==> src/rtl/cam_avg_sched.sv <==
// cam_avg_sched: frame-rate scheduler for the camera brightness-average path.
// Detects the V_SYNC falling edge, gates pixel accumulation, decimates frames
// and runs a serial restoring divider (one quotient bit per VGA_CLK). The
// frame average is published over a valid/ready handshake.
//
// Ports:
//   VGA_CLK    pixel clock, all logic on posedge
//   RST_N      synchronous active-low reset
//   V_SYNC     frame sync, high = active frame, falling edge = frame end
//   pix_valid  pixel qualifier
//   pixel      8-bit luminance
//   frame_div  publish one result every frame_div+1 frames (sampled at frame end)
//   avg_ready  consumer accepts avg_out
//   avg_out    frame average, stable while avg_valid
//   avg_valid  result pending
//   busy       divider running
//   overrun    sticky, a snapshot was dropped because the result path was busy
//
// Build option: define CAM_AVG_ROUND_EN for round-to-nearest (dividend is
// acc + cnt/2, saturating); otherwise the average is truncated.
//
// state  | meaning
// IDLE   | waiting for a frame snapshot
// DIVIDE | restoring divide in progress, ACC_W cycles
// HOLD   | avg_out valid, waiting for avg_ready
module cam_avg_sched #(
    parameter int ACC_W = 32,
    parameter int CNT_W = 20
) (
    input  logic       VGA_CLK,
    input  logic       RST_N,
    input  logic       V_SYNC,
    input  logic       pix_valid,
    input  logic [7:0] pixel,
    input  logic [7:0] frame_div,
    input  logic       avg_ready,
    output logic [7:0] avg_out,
    output logic       avg_valid,
    output logic       busy,
    output logic       overrun
);

    localparam logic [1:0] ST_IDLE   = 2'd0;
    localparam logic [1:0] ST_DIVIDE = 2'd1;
    localparam logic [1:0] ST_HOLD   = 2'd2;

    localparam int IT_W  = $clog2(ACC_W);
    localparam int SUM_W = ACC_W + 1;

    logic [1:0]       state;
    logic             vs_d;
    logic             armed;
    logic [ACC_W-1:0] acc;
    logic [CNT_W-1:0] cnt;
    logic [7:0]       dec_cnt;
    logic [ACC_W-1:0] dvd;        // dividend shifts out MSB first, quotient shifts in at LSB
    logic [ACC_W-1:0] rem;
    logic [CNT_W-1:0] divisor;
    logic [IT_W-1:0]  bit_cnt;

    logic             frame_end;
    logic             snap;
    logic [SUM_W-1:0] acc_sum;
    logic [ACC_W-1:0] acc_nxt;
    logic [CNT_W-1:0] cnt_nxt;
    logic [ACC_W-1:0] dividend;
    logic [SUM_W-1:0] rem_sh;
    logic [SUM_W-1:0] rem_sub;
    logic             q_bit;
    logic [ACC_W-1:0] quot;

    assign frame_end = vs_d & ~V_SYNC;
    assign snap      = frame_end & armed & (dec_cnt == frame_div);

    assign acc_sum = {1'b0, acc} + SUM_W'(pixel);
    assign acc_nxt = acc_sum[ACC_W] ? '1 : acc_sum[ACC_W-1:0];
    assign cnt_nxt = (&cnt) ? cnt : cnt + CNT_W'(1);

`ifdef CAM_AVG_ROUND_EN
    logic [SUM_W-1:0] rnd_sum;
    assign rnd_sum  = {1'b0, acc} + SUM_W'(cnt >> 1);
    assign dividend = rnd_sum[ACC_W] ? '1 : rnd_sum[ACC_W-1:0];
`else
    assign dividend = acc;
`endif

    // The partial remainder stays below the divisor (< 2^CNT_W), so after the
    // shift it is far below 2^ACC_W and the top bit of the difference is a
    // reliable borrow flag.
    assign rem_sh  = {rem, dvd[ACC_W-1]};
    assign rem_sub = rem_sh - SUM_W'(divisor);
    assign q_bit   = ~rem_sub[ACC_W];
    assign quot    = {dvd[ACC_W-2:0], q_bit};

    assign avg_valid = (state == ST_HOLD);
    assign busy      = (state == ST_DIVIDE);

    always_ff @(posedge VGA_CLK) begin
        if (!RST_N) begin
            state   <= ST_IDLE;
            vs_d    <= 1'b0;
            armed   <= 1'b0;
            acc     <= '0;
            cnt     <= '0;
            dec_cnt <= '0;
            dvd     <= '0;
            rem     <= '0;
            divisor <= '0;
            bit_cnt <= '0;
            avg_out <= '0;
            overrun <= 1'b0;
        end else begin
            vs_d <= V_SYNC;

            // the first frame after reset is partial, so its end only arms
            if (frame_end) begin
                if (!armed) begin
                    armed <= 1'b1;
                end else begin
                    acc     <= '0;
                    cnt     <= '0;
                    dec_cnt <= (dec_cnt == frame_div) ? 8'd0 : dec_cnt + 8'd1;
                end
            end else if (armed && V_SYNC && pix_valid) begin
                acc <= acc_nxt;
                cnt <= cnt_nxt;
            end

            if (snap && (state != ST_IDLE)) begin
                overrun <= 1'b1;
            end

            case (state)
                ST_IDLE: begin
                    if (snap) begin
                        if (cnt == '0) begin
                            state   <= ST_HOLD;
                            avg_out <= 8'd0;
                        end else begin
                            state   <= ST_DIVIDE;
                            dvd     <= dividend;
                            rem     <= '0;
                            divisor <= cnt;
                            bit_cnt <= IT_W'(ACC_W - 1);
                        end
                    end
                end
                ST_DIVIDE: begin
                    rem <= q_bit ? rem_sub[ACC_W-1:0] : rem_sh[ACC_W-1:0];
                    dvd <= quot;
                    if (bit_cnt == '0) begin
                        state   <= ST_HOLD;
                        avg_out <= (|quot[ACC_W-1:8]) ? 8'hFF : quot[7:0];
                    end else begin
                        bit_cnt <= bit_cnt - IT_W'(1);
                    end
                end
                ST_HOLD: begin
                    if (avg_ready) begin
                        state <= ST_IDLE;
                    end
                end
                default: state <= ST_IDLE;
            endcase
        end
    end

endmodule

==> config.mk <==
export PLATFORM = sky130hd
export DESIGN_NAME = cam_avg_sched
export DESIGN_NICKNAME = d
export VERILOG_FILES = /design/src/rtl/cam_avg_sched.sv
export SDC_FILE = /design/constraint.sdc
export NUM_CORES = 1
export LEC_CHECK = 0
export ABC_CLOCK_PERIOD_IN_PS = 9600
export CORE_ASPECT_RATIO = 1.5
export CORE_MARGIN = 5
export CORE_UTILIZATION = 44
export CTS_BUF_LIST = sky130_fd_sc_hd__clkbuf_8
export DETAILED_ROUTE_END_ITERATION = 16
export RECOVER_POWER = 100
export SETUP_SLACK_MARGIN = 0.05
export SYNTH_ARGS = -nofsm -noshare
export SYNTH_HDL_FRONTEND = slang
export SYNTH_SLANG_ARGS = --single-unit
==> constraint.sdc <==
create_clock -name VGA_CLK -period 9.6 [get_ports VGA_CLK]
set_input_delay 2.4 -clock VGA_CLK [delete_from_list [all_inputs] [get_ports VGA_CLK]]
set_output_delay 2.4 -clock VGA_CLK [all_outputs]
set_load 0.01 [all_outputs]
==> results.cfg <==
[run_status]
status = finished with violations
violated_checks = capacitance limit, slew limit

[global_routing]
antenna_found_initial = 0
globalRoute.totalOverflow = 0
overall_global_routing_resource_usage_pct = 20.8
grt_pass1_wl_mm = 39.7
grt_pass1_vias = 7901
grt_max_degree = 60

[die]
placementRows = 64
initial_core_util_pct = 44.2
ports = 32
floorplan_die_width_um = 126
floorplan.core_area_um2 = 20300
die_area_um2 = 23400
die_h_um = 185

[pwr]
total_switching_power_w = 0.000289
vdd_ir_drop_max_mv = 0.0981
static-leakage-power_nw = 3.59
power.clock.fraction_pct = 41.3
power.density_cell_area_nw_per_um2 = 125
switching_share_pct = 23.7
cell_internal_pwr_w = 0.000933
seqPwrFrac_pct = 55.2
share_comb_of_total_power_pct = 3.5

[sta]
fmax_ghz = 0.148
timing_max_transition_violations_final = 265
grt_setup_unrepaired = no
finalCritPeriodShare_pct = 70.3
max-slew-margin-rel_pct = -58.2
clock_skew_ns = 0.0107
setup_viol_count_final = 0
worstMarginPinSlew_ns = 2.37
setup_total_negative_slack_ns = 0
whs_ns = 0.451
final.min_clock_period_ns = 6.75
finalHoldViolations = 0

[critical_path]
critPathCaptureType = flop
criticalPathCategory = in -> reg
cp.arrival_ns = 7.04
crit_path_top_delay_cell = sky130_fd_sc_hd__clkbuf_1
critical_path_required_ns = 9.89
slowest_delay_ns = 1.22
worst-path-max-fanout = 37
most_common_cell_on_crit_path = sky130_fd_sc_hd__a21oi_1
timing.critical_path.from_type = input pin
path_delay_family = simple AND/OR/NAND/NOR gates
cp_cell_sequence = dlygate4sd3_1, nor2b_1, and2_0, nand3_1, or2_0, a21oi_1, clkbuf_1, and3_1, xnor2_1, a21oi_1
timing.critical_path.buf_inv = 2

[synthesis]
synth-main-ff-cell = sky130_fd_sc_hd__dfxtp_1
number_of_flip_flops_and_latches_in_the_synthesized_netlist = 162
part_of_the_yosys_area_used_for_sequential_elements_pct = 36.2
post-synth-top-count-cell = sky130_fd_sc_hd__dfxtp_1
edff_count_synth = 0
synth_fp_nets = 1209
syn_area_um2 = 8950
netlist_top_cells_area = sky130_fd_sc_hd__dfxtp_1, sky130_fd_sc_hd__a21oi_1, sky130_fd_sc_hd__nand2_1, sky130_fd_sc_hd__ha_1, sky130_fd_sc_hd__nor2_1
synth_cell_types = 64
syn_avg_cell_area_um2 = 7.77
syn_inst = 1153
synth_top_cell_area_share_pct = 36.2
synth_largest_area_cell = sky130_fd_sc_hd__dfxtp_1
post_synth_most_frequent_cells = sky130_fd_sc_hd__dfxtp_1, sky130_fd_sc_hd__nand2_1, sky130_fd_sc_hd__a21oi_1
synth-warning-count = 0
postSynth.asyncResetShare_pct = 0

[flow_run]
drv_cap = 7

[route]
detail_route.vias_per_cell = 5.71
wl_per_cell_um = 16.7
detailedRoute.firstPassIterationCount = 5
drt_iter0_markers = 489
drc_markers = 0
detailroute.via_count = 8135
detail-route-antenna-nets = 0
drt_wl_total_mm = 23.8

[clock_network]
cts_sinks = 162
max-clock-path-buffers = 2
postCtsHoldBufs = 0
cts_htree_levels = 4
worstSkewPairLatency_ns = 0.46
worst_setup_hold_path_clk_slew_ns = 0.09
post-cts-setup-buffer-count = 0
tritoncts = done
cts_inserted_buffers = 17
cts_root_buf = sky130_fd_sc_hd__clkbuf_8
cts.repair.resized = 0

[placed_design]
gp_routability_congestion = 0.849
place.detailed.hpwl_mm = 17.2
buffer_ports.inserted = 31

[layout]
synthToLayoutAreaGrowth_pct = 9.35
finish.utilization_pct = 48.3
nNetsFinal = 1204
num_antenna_cells = 0
final_layout_size_suffix_gt1_share_pct = 4.13

[hold_path]
hp-class = reg -> reg
## power groups by stage
stage,registers (W),clock network (W),logic (W)
after floorplan,0.000689,0,0.0000258
after global placement,0.000690,0,0.0000435
after detailed placement,0.000691,0,0.0000438
after CTS,0.000675,0.000519,0.0000440
after global routing,0.000675,0.000550,0.0000469
final,0.000675,0.000505,0.0000427
## through the flow
| step | power (W) | instances | setup slack [ns] | cell area (µm²) |
|---|---|---|---|---|
| 2_1_floorplan | 0.000715 | 1153 | 4.71 | 8950 |
| 3_3_place_gp | 0.000734 | 1393 | 4.03 | 9430 |
| 3_5_place_dp | 0.000734 | 1393 | 4.00 | 9430 |
| 4_1_cts | 0.00124 | 1425 | 4.49 | 9830 |
| 5_1_grt | 0.00127 | 1425 | 2.41 | 9790 |
| 6_report | 0.00122 | 1425 | 2.85 | 9790 |
## worst register-to-register path: cells and delay by family, from the launching register on
family,cells,cell delay (ns)
xor gates and xnor gates,1,0.13
buffers and inverters,1,1.22
and+or+nand+nor,5,2.13
DFF,1,0.31
AOI/OAI and AO/OA,2,0.58
## layout make-up
type,count,area [µm²]
Fill cell,2087,10500
Sequential cell,162,3240
Tap cell,264,330
Inverter,64,240
Timing Repair Buffer,43,370
Multi-Input combinational cell,860,5210
Clock inverter,13,135
Clock buffer,19,262
## per-layer routing
metal  up-vias  track usage [%]  part of all wire (%)
met4         0             9.15                   3.3
met1      3856             22.6                    41
met2       138             39.4                    53
li1       4099                -                     -
met3        42             3.39                   2.7
met5         -                0                     0
## cell families after synthesis
kind of cell	after synthesis	synth area share, %
buffers and inverters	131	5.71
AOI/OAI and AO/OA	311	21.7
adders and majority gates	35	5.06
and+or+nand+nor	430	22.9
DFF	162	36.2
xor gates and xnor gates	64	6.26
muxes	20	2.24
## cell usage in the layout (no fill, tap or decap), types with 5 or more instances in the layout
| cell | count |
|---|---|
| sky130_fd_sc_hd__a311oi_1 | 9 |
| sky130_fd_sc_hd__ha_1 | 33 |
| sky130_fd_sc_hd__clkdlybuf4s50_1 | 19 |
| sky130_fd_sc_hd__dfxtp_1 | 161 |
| sky130_fd_sc_hd__or3_1 | 7 |
| sky130_fd_sc_hd__inv_1 | 65 |
| sky130_fd_sc_hd__nand2_1 | 128 |
| sky130_fd_sc_hd__o22ai_1 | 27 |
| sky130_fd_sc_hd__xnor2_1 | 29 |
| sky130_fd_sc_hd__a41oi_1 | 6 |
| sky130_fd_sc_hd__dlygate4sd3_1 | 12 |
| sky130_fd_sc_hd__a21oi_1 | 106 |
| sky130_fd_sc_hd__o21bai_1 | 5 |
| sky130_fd_sc_hd__nand3_1 | 32 |
| sky130_fd_sc_hd__a211oi_1 | 8 |
| sky130_fd_sc_hd__a31oi_1 | 8 |
| sky130_fd_sc_hd__a21o_1 | 12 |
| sky130_fd_sc_hd__nand4_1 | 16 |
| sky130_fd_sc_hd__xor2_1 | 34 |
| sky130_fd_sc_hd__nor2b_1 | 9 |
| sky130_fd_sc_hd__mux2i_1 | 20 |
| sky130_fd_sc_hd__o21ai_0 | 71 |
| sky130_fd_sc_hd__and4_1 | 8 |
| sky130_fd_sc_hd__nor2_1 | 104 |
| sky130_fd_sc_hd__nand2b_1 | 9 |
| sky130_fd_sc_hd__a32oi_1 | 11 |
| sky130_fd_sc_hd__and2_1 | 11 |
| sky130_fd_sc_hd__and3_1 | 11 |
| sky130_fd_sc_hd__nor4_1 | 18 |
| sky130_fd_sc_hd__clkbuf_8 | 19 |
| sky130_fd_sc_hd__clkbuf_1 | 8 |
| sky130_fd_sc_hd__o21a_1 | 11 |
| sky130_fd_sc_hd__nor3_1 | 60 |
## flip-flops by register name, summed over array words and instances (netlist names)
signal,cells
acc,32
bit_cnt,5
divisor,20
rem,32
state,2
overrun,1
vs_d,1
avg_out,8
cnt,20
dvd,32
armed,1
dec_cnt,8
## final timing paths
path	start	to	slack, ns	depth (start not counted)
setup reg to reg	vs_d	bit_cnt[3]	5.07	9
hold reg to reg	avg_out[5]	avg_out[5]	0.45	2
setup / recovery	V_SYNC	bit_cnt[3]	2.85	10
hold / removal	avg_out[5]	avg_out[5]	0.45	2
No activity file was read; power rests on OpenSTA's default activity.
